### src/rtl/imem_loader_pkg.sv
// Shared definitions for the boot-time instruction loader and the core's hazard unit.
package imem_loader_pkg;

    localparam int unsigned DEPTH = 64;
    localparam int unsigned AW    = 6;

    typedef enum logic [1:0] {
        IDLE = 2'd0,
        LOAD = 2'd1,
        DONE = 2'd2
    } load_state_t;

    // A requested length of zero, or one beyond the RAM, means "fill the whole RAM".
    function automatic logic [6:0] clamp_len(input logic [6:0] req, input int unsigned depth);
        if (req == '0 || 32'(req) > depth) begin
            return 7'(depth);
        end
        return req;
    endfunction

endpackage

### src/rtl/imem_loader_if.sv
// Byte-stream load port, status outputs and IF-stage fetch port of imem_loader.
interface imem_loader_if;

    logic        load_start;
    logic [6:0]  load_len;
    logic        byte_valid;
    logic [7:0]  byte_data;
    logic        byte_ready;
    logic        cpu_hold;
    logic        load_busy;
    logic        load_done;
    logic [6:0]  word_count;
    logic [31:0] pc;
    logic [31:0] inst;

    modport master (
        output load_start, load_len, byte_valid, byte_data, pc,
        input  byte_ready, cpu_hold, load_busy, load_done, word_count, inst
    );

    modport slave (
        input  load_start, load_len, byte_valid, byte_data, pc,
        output byte_ready, cpu_hold, load_busy, load_done, word_count, inst
    );

endinterface

### src/rtl/imem_loader_ram.sv
// Instruction RAM: synchronous write, asynchronous read; contents survive reset.
module imem_ram #(
    parameter int unsigned DEPTH = imem_loader_pkg::DEPTH,
    parameter int unsigned AW    = imem_loader_pkg::AW
) (
    input  logic          clk,
    input  logic          we,
    input  logic [AW-1:0] waddr,
    input  logic [31:0]   wdata,
    input  logic [AW-1:0] raddr,
    output logic [31:0]   rdata
);

    logic [31:0] mem [DEPTH];

    always_ff @(posedge clk) begin
        if (we) begin
            mem[waddr] <= wdata;
        end
    end

    assign rdata = mem[raddr];

endmodule

### src/rtl/imem_loader.sv
// Boot loader: assembles little-endian words from a byte stream into the
// instruction RAM while stalling the core, then serves IF-stage fetches.
module imem_loader
    import imem_loader_pkg::*;
#(
    parameter int unsigned DEPTH = imem_loader_pkg::DEPTH,
    parameter int unsigned AW    = imem_loader_pkg::AW
) (
    input  logic            clk,
    input  logic            rst,
    imem_loader_if.slave    bus
);

    load_state_t   state, state_next;
    logic [6:0]    len;
    logic [AW-1:0] word_ptr;
    logic [1:0]    byte_idx;
    logic [6:0]    word_count;
    logic [23:0]   shift;

    logic          accept;
    logic          word_we;
    logic          last_word;
    logic          byte_ready, cpu_hold, load_busy, load_done;
    logic          unused_pc_bits;

    assign accept    = (state == LOAD) && bus.byte_valid;
    assign word_we   = accept && (byte_idx == 2'd3);
    assign last_word = (word_count == len - 7'd1);

    always_ff @(posedge clk) begin
        if (rst) begin
            state      <= IDLE;
            len        <= '0;
            word_ptr   <= '0;
            byte_idx   <= '0;
            word_count <= '0;
            shift      <= '0;
        end else begin
            state <= state_next;
            if (state == IDLE && bus.load_start) begin
                len        <= clamp_len(bus.load_len, DEPTH);
                word_ptr   <= '0;
                byte_idx   <= '0;
                word_count <= '0;
            end else if (accept) begin
                if (byte_idx == 2'd3) begin
                    word_ptr   <= word_ptr + AW'(1);
                    word_count <= word_count + 7'd1;
                    byte_idx   <= '0;
                end else begin
                    shift[8*byte_idx +: 8] <= bus.byte_data;
                    byte_idx               <= byte_idx + 2'd1;
                end
            end
        end
    end

    always_comb begin
        state_next = state;
        byte_ready = 1'b0;
        cpu_hold   = 1'b0;
        load_busy  = 1'b0;
        load_done  = 1'b0;
        case (state)
            IDLE: begin
                if (bus.load_start) begin
                    state_next = LOAD;
                end
            end
            LOAD: begin
                byte_ready = 1'b1;
                cpu_hold   = 1'b1;
                load_busy  = 1'b1;
                if (word_we && last_word) begin
                    state_next = DONE;
                end
            end
            DONE: begin
                cpu_hold   = 1'b1;
                load_done  = 1'b1;
                state_next = IDLE;
            end
            default: state_next = IDLE;
        endcase
    end

    // The final byte goes straight to the RAM with the three buffered ones.
    imem_ram #(
        .DEPTH (DEPTH),
        .AW    (AW)
    ) u_ram (
        .clk   (clk),
        .we    (word_we),
        .waddr (word_ptr),
        .wdata ({bus.byte_data, shift}),
        .raddr (bus.pc[AW+1:2]),
        .rdata (bus.inst)
    );

    assign unused_pc_bits = ^{bus.pc[31:AW+2], bus.pc[1:0]};

    assign bus.byte_ready = byte_ready;
    assign bus.cpu_hold   = cpu_hold;
    assign bus.load_busy  = load_busy;
    assign bus.load_done  = load_done;
    assign bus.word_count = word_count;

endmodule

### src/flat_wrapper.sv
// flat-port wrapper written by rule: the top's interface ports become plain ports
module imem_loader_flat import imem_loader_pkg::*;
#(
    parameter int unsigned DEPTH = imem_loader_pkg::DEPTH,
    parameter int unsigned AW    = imem_loader_pkg::AW
)
  (clk, rst, bus_load_start, bus_load_len, bus_byte_valid, bus_byte_data, bus_pc, bus_byte_ready, bus_cpu_hold, bus_load_busy, bus_load_done, bus_word_count, bus_inst);
  imem_loader_if bus_i ();
  input  logic clk;
  input  logic rst;
  input wire logic [$bits(bus_i.load_start)-1:0] bus_load_start;
  input wire logic [$bits(bus_i.load_len)-1:0] bus_load_len;
  input wire logic [$bits(bus_i.byte_valid)-1:0] bus_byte_valid;
  input wire logic [$bits(bus_i.byte_data)-1:0] bus_byte_data;
  input wire logic [$bits(bus_i.pc)-1:0] bus_pc;
  output wire logic [$bits(bus_i.byte_ready)-1:0] bus_byte_ready;
  output wire logic [$bits(bus_i.cpu_hold)-1:0] bus_cpu_hold;
  output wire logic [$bits(bus_i.load_busy)-1:0] bus_load_busy;
  output wire logic [$bits(bus_i.load_done)-1:0] bus_load_done;
  output wire logic [$bits(bus_i.word_count)-1:0] bus_word_count;
  output wire logic [$bits(bus_i.inst)-1:0] bus_inst;
  assign bus_i.load_start = bus_load_start;
  assign bus_i.load_len = bus_load_len;
  assign bus_i.byte_valid = bus_byte_valid;
  assign bus_i.byte_data = bus_byte_data;
  assign bus_i.pc = bus_pc;
  assign bus_byte_ready = bus_i.byte_ready;
  assign bus_cpu_hold = bus_i.cpu_hold;
  assign bus_load_busy = bus_i.load_busy;
  assign bus_load_done = bus_i.load_done;
  assign bus_word_count = bus_i.word_count;
  assign bus_inst = bus_i.inst;
  imem_loader #(.DEPTH(DEPTH), .AW(AW)) u_core (.clk(clk), .rst(rst), .bus(bus_i));
endmodule
### config.mk
export PLATFORM = sky130hd
export DESIGN_NAME = imem_loader_flat
export DESIGN_NICKNAME = d
export VERILOG_FILES = /design/src/rtl/imem_loader_pkg.sv /design/src/rtl/imem_loader_if.sv /design/src/rtl/imem_loader_ram.sv /design/src/rtl/imem_loader.sv /design/src/flat_wrapper.sv
export SDC_FILE = /design/constraint.sdc
export NUM_CORES = 2
export LEC_CHECK = 0
export BUFFER_PORTS_ARGS = -buffer_cell sky130_fd_sc_hd__buf_2
export CORE_ASPECT_RATIO = 0.5
export CORE_MARGIN = 3
export CORE_UTILIZATION = 50
export DETAILED_ROUTE_END_ITERATION = 7
export PLACE_DENSITY = 0.65
export SYNTH_ARGS = -nofsm -noshare
export SYNTH_HDL_FRONTEND = slang
export SYNTH_SLANG_ARGS = --single-unit
### constraint.sdc
create_clock -name clk -period 5.75 [get_ports clk]
set_input_delay 0.8625 -clock clk [delete_from_list [all_inputs] [get_ports clk]]
set_output_delay 0.8625 -clock clk [all_outputs]
set_load 0.02 [all_outputs]
Word level (Yosys, flattened, before mapping)
Memories as Yosys holds them, arrays and structs flattened.
Index checks and enable logic that the tools add are counted.
- register bits: 48
- bits in writable memories: 2048
- bits of input ports: 51
- output and inout port bits: 43
- word-level logic and storage cells: 50
- memories: 1
- add/subtract/negate cells: 5
- $lt $le $gt $ge: 1
- equal/unequal tests: 6
- shift operators: 2
- multiplexer cells: 15
- bitwise logic cells: 2
- reduce and logical (&&, ||, !) cells: 12
- memories (name ; words ; width ; read ports ; clocked after Yosys merged registers in ; write ports ; line ; RTL):
    u_core.u_ram.mem ; 64 ; 32 ; 1 ; 0 ; 1 ; imem_loader_ram.sv:14 ; logic [31:0] mem [DEPTH];
- operators by type and width (cell ; number):
    negation 5 -> 34 bit ; 1
    variable shift 8 x 34 -> 24 bit (first input constant) ; 1
    variable part select 8 x 34 -> 24 bit ; 1
    bitwise mux 24 bit ; 1
    two-way mux 7 bit ; 2
    two-way mux 1 bit ; 8
    adder 7 x 1 -> 7 bit (second input constant) ; 1
    equality test 7 bit ; 1
    greater-than comparator 7 bit (second input constant) ; 1
    zero test 7 bit ; 1
    subtractor 7 x 1 -> 7 bit (second input constant) ; 1
    adder 6 x 1 -> 6 bit (second input constant) ; 1
    two-way mux 2 bit ; 3
    equality test 2 bit (second input constant) ; 2
    logical AND 1 bit ; 4
    inequality test 2 bit (second input constant) ; 2
    one-hot mux 2 bit (2 select lines) ; 1
    AND reduction 2 bit ; 2
    OR reduction 2 bit ; 2
    AND reduction 3 bit ; 1
    adder 2 x 1 -> 2 bit (second input constant) ; 1
    equality test 2 x 1 -> 1 bit (second input constant) ; 1
    zero test 2 bit ; 1
    NOT 1 bit ; 2
    logical OR 1 bit ; 1

Depth between registers and ports, before layout
- word-level depth: 6
- gate-level depth with buffers: 9
- mapped depth without buffers: 7

Modules after synthesis
From an unflattened synthesis, not the netlist that was laid out.
- cell total of the unflattened synthesis: 3550
- area, all modules: 80119.3 µm²
- modules (own cells, without submodules) (module ; instances ; cells an instance ; area each (µm²) ; seq. area each (µm²)):
    imem_ram ; 1 ; 3292 ; 77874.7 ; 61499.0
    imem_loader ; 1 ; 258 ; 2244.7 ; 960.9

Worst setup path before layout
OpenSTA, ideal clock, no wires.
- kind: input to output
- from: in bus_pc[2]
- to: out bus_inst[14]
- arrival: 2.796 ns
- data required time: 4.888 ns
- setup slack: 2.092 ns
- cell stages on the path: 8
- buffers on the path: 4
- path through: buf_4 -> buf_6 -> buf_2 -> buf_4 -> mux4_2 -> mux2_2 -> o211ai_1 -> a21oi_1
- cells in the longest elaborated chain, start to end: 1
- ends and longest elaborated chain (what ; line ; RTL):
    start, declared ; flat_wrapper.sv:15 ; input wire logic [$bits(bus_i.pc)-1:0] bus_pc;
    memory read (64 x 32 bit) ; n/a ;
    end, declared ; flat_wrapper.sv:21 ; output wire logic [$bits(bus_i.inst)-1:0] bus_inst;
No other way between the ends.

Worst setup path after layout
- from: in bus_pc[2]
- to: out bus_inst[2]
Same word-level chain as after synthesis.

==> results list <==
- Result of the run: finished clean
* DIE HEIGHT: 290 um
* # IOs: 94
- For the final routed database, the setup TNS stands at 0 ns.
* Met2 track demand over resource in global routing: 0.350
* Clock Power Share: 0.393
- Row count: 103
* Launching element type of the critical path: primary input
- In this run the worst path has a maximum fanout of 43.
- Combined area of the multi-input logic cells: 17600 um^2
- Post-layout utilization of the core: 0.569
- When the netlist entered floorplanning its net count stood at 3564.
- At the worst endpoint, the arrival time is 4.04 ns.
- Counting flops and latches in the post-synthesis netlist gives 2096.
* Overall power: 29500 uW
* Area of the die: 166000 um^2
- In this run the most critical hold path is launched from bus_load_len[1].
* Root buffer cell: sky130_fd_sc_hd__clkbuf_16
* Slew at the pin with the worst max-slew slack: 1.40 ns
- Total setup violations reported at the end of the flow: 0
- The portion of synthesized area spent on multiplexers is 0.179.
* Area added between synthesis and finish: 12.1%
* TritonCTS clock tree: yes
- The worst setup path is captured at a primary output.
- For this run, the register share of the synthesized area comes to 0.775.
- Dominant synthesized flop cell: sky130_fd_sc_hd__edfxtp_1
* Dominant combinational cell family by area after synthesis: multiplexers
- Number of antenna violations at the first check in global routing: 6
* RSZ-0062 raised after global routing: no
* FILL cells: 11400
- Clock latency on the worst-skew pair: 0.79 ns
- M1 GR Usage: 0.358
- Synthesis instantiated 45 different standard cells from the library.
- Number of buffers inserted for hold repair after clock tree synthesis: 0
- Of the total synthesized cell area, the portion taken by AND, OR, NAND and NOR gates is 0.0165.
- The total overflow left after global routing is 0.
- STA puts the critical path data required time at 4.89 ns.
- The die is 574 um wide.
- For met3 alone, demand over resource in global routing was 0.0641.
* Detailed-route DRC error count: 0
* Detailed Route Iter0 Violations: 4819
* Classification of the worst-slack hold path: in -> reg
* Critical R2R Launch: u_core.state[1]
- Post-synthesis share of cell area spent on xor and xnor gates: 0.00217
- Once the clock tree was built, the setup fixing pass inserted 0 buffers.
- Arithmetic-cell share of the synthesized area counting full adders, half adders and majority gates: 0.00186
* PwrDens: 326 nW/um^2
- In the global route stage, overall resource usage came out at 0.236.
- Logic gate share of total power: 0.040
- Between clock sinks in the finished design, the worst skew comes to 0.0336 ns.
- Mean instance size in the synthesized netlist: 23.0 um^2
- Proportion of layout cells with a drive suffix above 1: 0.303
* Maximum Capacitance Violations: 0
- The total count of max-transition violations in the final report was 0.
- Gr busiest metal: met1
- Pre-Repair DR Iteration Count: 5
- Worst-case headroom to the max-slew limit: 0.0675
* Area taken by flip-flops and latches: 62500 um^2
* Syn. warnings: 0
* Cts bufs inserted: 178
- The synthesized design contains 2048 enable-type register cells.
- Maximum VDD drop: 208 uV
* First-pass GRT wire length: 281 mm
- In this run the cell area of the synthesized design comes to 80600 um^2.
* Area of the core: 159000 um^2
- Net count of the finished layout: 3811
* Antenna-violating nets left: 0
- Clock edge transition at the registers on the reported setup and hold paths: 0.06 ns
- Number of global-route vias before repair: 38500
* Net switching component of the power: 6080 uW
- Period Utilization, post-route: 0.853
- Total routed wirelength: 196 mm
- The critical path in this run is classified as in -> out.
- Port Buf Inserts: 67
* Share of synthesized registers carrying an async set or reset: 0
- H-Tree Level Count: 4
- Initial cell density of the core: 0.507
* Number of hold violations in the final report: 0
- Max Fclk: 0.204 GHz
* Standby leakage power: 0.0286 uW
* Sw Share: 0.206
- Synthesis produced a netlist whose cell count is 3501.
* Critical Path Source: bus_pc[2]
* Number of vias per cell after detailed routing: 6.35
* Flop pwr share: 0.567
- Internal power summed over all cells: 23400 uW
* Resized Gates After CTS: 0
* Largest net degree at the start of global routing: 73
- The HPWL after detailed placement is 112 mm.
- Most frequent standard cell in the layout excluding fill and tap cells: sky130_fd_sc_hd__edfxtp_1
- The clock passes through at most 3 buffers.
* Final GP Congestion: 0.805
* Final period demand of the worst path: 4.91 ns
- The tree built by TritonCTS fans out to 2096 sinks.
- The area fraction in compound gates after synthesis came to 0.0132.
* DR WL/cell: 32.3 um
- In the layout the commonest cells are sky130_fd_sc_hd__edfxtp_1, sky130_fd_sc_hd__mux4_2, sky130_fd_sc_hd__clkbuf_16.
- The detailed router placed 38400 vias in this run.
## state kept, by name, indices dropped and copies added (netlist names)
| signal | count |
|---|---|
| u_core.bus.word_count | 7 |
| u_core.word_ptr | 6 |
| u_core.byte_idx | 2 |
| u_core.state | 2 |
| u_core.len | 7 |
| u_core.u_ram.mem | 2048 |
| u_core.shift | 24 |
## synthesized netlist by cell type, types with 8 or more instances
library cell / n / area share
sky130_fd_sc_hd__a211oi_1: 23 / 0.0021
sky130_fd_sc_hd__a21oi_1: 62 / 0.0038
sky130_fd_sc_hd__a221oi_1: 10 / 0.0011
sky130_fd_sc_hd__a22oi_1: 21 / 0.0020
sky130_fd_sc_hd__buf_1: 13 / 0.00061
sky130_fd_sc_hd__buf_2: 41 / 0.0025
sky130_fd_sc_hd__buf_4: 47 / 0.0044
sky130_fd_sc_hd__buf_6: 10 / 0.0014
sky130_fd_sc_hd__clkbuf_1: 77 / 0.0036
sky130_fd_sc_hd__dfxtp_1: 48 / 0.012
sky130_fd_sc_hd__edfxtp_1: 2048 / 0.76
sky130_fd_sc_hd__ha_1: 12 / 0.0019
sky130_fd_sc_hd__mux2_2: 21 / 0.0029
sky130_fd_sc_hd__mux2i_1: 129 / 0.016
sky130_fd_sc_hd__mux4_2: 572 / 0.16
sky130_fd_sc_hd__nand2_1: 78 / 0.0036
sky130_fd_sc_hd__nand3_1: 33 / 0.0020
sky130_fd_sc_hd__nor2_1: 104 / 0.0048
sky130_fd_sc_hd__nor2b_1: 24 / 0.0019
sky130_fd_sc_hd__nor3_1: 8 / 0.00050
sky130_fd_sc_hd__o211ai_1: 15 / 0.0014
sky130_fd_sc_hd__o21ai_1: 8 / 0.00050
sky130_fd_sc_hd__o22ai_1: 14 / 0.0011
sky130_fd_sc_hd__or2_0: 8 / 0.00062
sky130_fd_sc_hd__xnor2_1: 10 / 0.0011
sky130_fd_sc_hd__xor2_1: 10 / 0.0011
## final timing paths
kind	cells after the start	slack, ns	endpoint
worst max register to register	6	1.38	u_core.u_ram.mem[5][12]
worst min-delay path	2	0.31	u_core.len[1]
worst min register to register	2	0.45	u_core.shift[1]
worst max-delay path	8	0.84	bus_inst[2]
## cells by family (layout without fill, tap and decap cells)
kind of cell / Yosys count / count (layout)
DFF: 2096 / 2096
muxes: 722 / 722
buffers and inverters: 196 / 587
and+or+nand+nor: 291 / 291
xor gates and xnor gates: 20 / 20
other: 0 / 1
AOI/OAI and AO/OA: 164 / 164
adders and majority gates: 12 / 12
## power by group through the flow
stage	Combinational, uW	Sequential, uW	Clock, uW
after floorplan	739	17000	0
after global placement	1180	17100	0
after CTS	1200	16700	11700
final	1190	16700	11600
after global routing	1270	16700	12400
after detailed placement	1200	17100	0
## cell type report
class | count | share of cell area
Sequential cell | 2096 | 0.691
Multi-Input combinational cell | 1209 | 0.195
Clock buffer | 234 | 0.0539
Tap cell | 2152 | 0.0298
Timing Repair Buffer | 256 | 0.0233
Clock inverter | 90 | 0.00685
Inverter | 7 | 0.000291
Antenna cell | 1 | 0.0000277
## metrics by stage
stage / setup WS, ns / std cells / hold WS [ns] / cell area [um^2]
2_1_floorplan: 2.09 / 3501 / 0.469 / 80600
3_3_place_gp: 0.969 / 5720 / 0.440 / 84900
3_5_place_dp: 0.968 / 5720 / 0.442 / 84900
4_1_cts: 0.970 / 6044 / 0.248 / 90400
5_1_grt: 0.725 / 6044 / 0.275 / 90400
6_report: 0.843 / 6045 / 0.310 / 90400
## critical path: stages
cell and delay [ns]:
sky130_fd_sc_hd__buf_8 0.45, sky130_fd_sc_hd__buf_12 0.28, sky130_fd_sc_hd__mux4_2 0.53, sky130_fd_sc_hd__mux4_2 0.49, sky130_fd_sc_hd__nor2b_1 0.22, sky130_fd_sc_hd__a211oi_1 0.84, sky130_fd_sc_hd__a21oi_1 0.10, sky130_fd_sc_hd__buf_2 0.21
## metal layers
layer	wire, um	share of wire	vias to the layer above
li1	-	-	15300
met1	82100	0.42	20800
met2	89400	0.46	1921
met3	20600	0.11	247
met4	3450	0.018	4
met5	27	0.00014	-
Power figures use the tool's default switching activity.
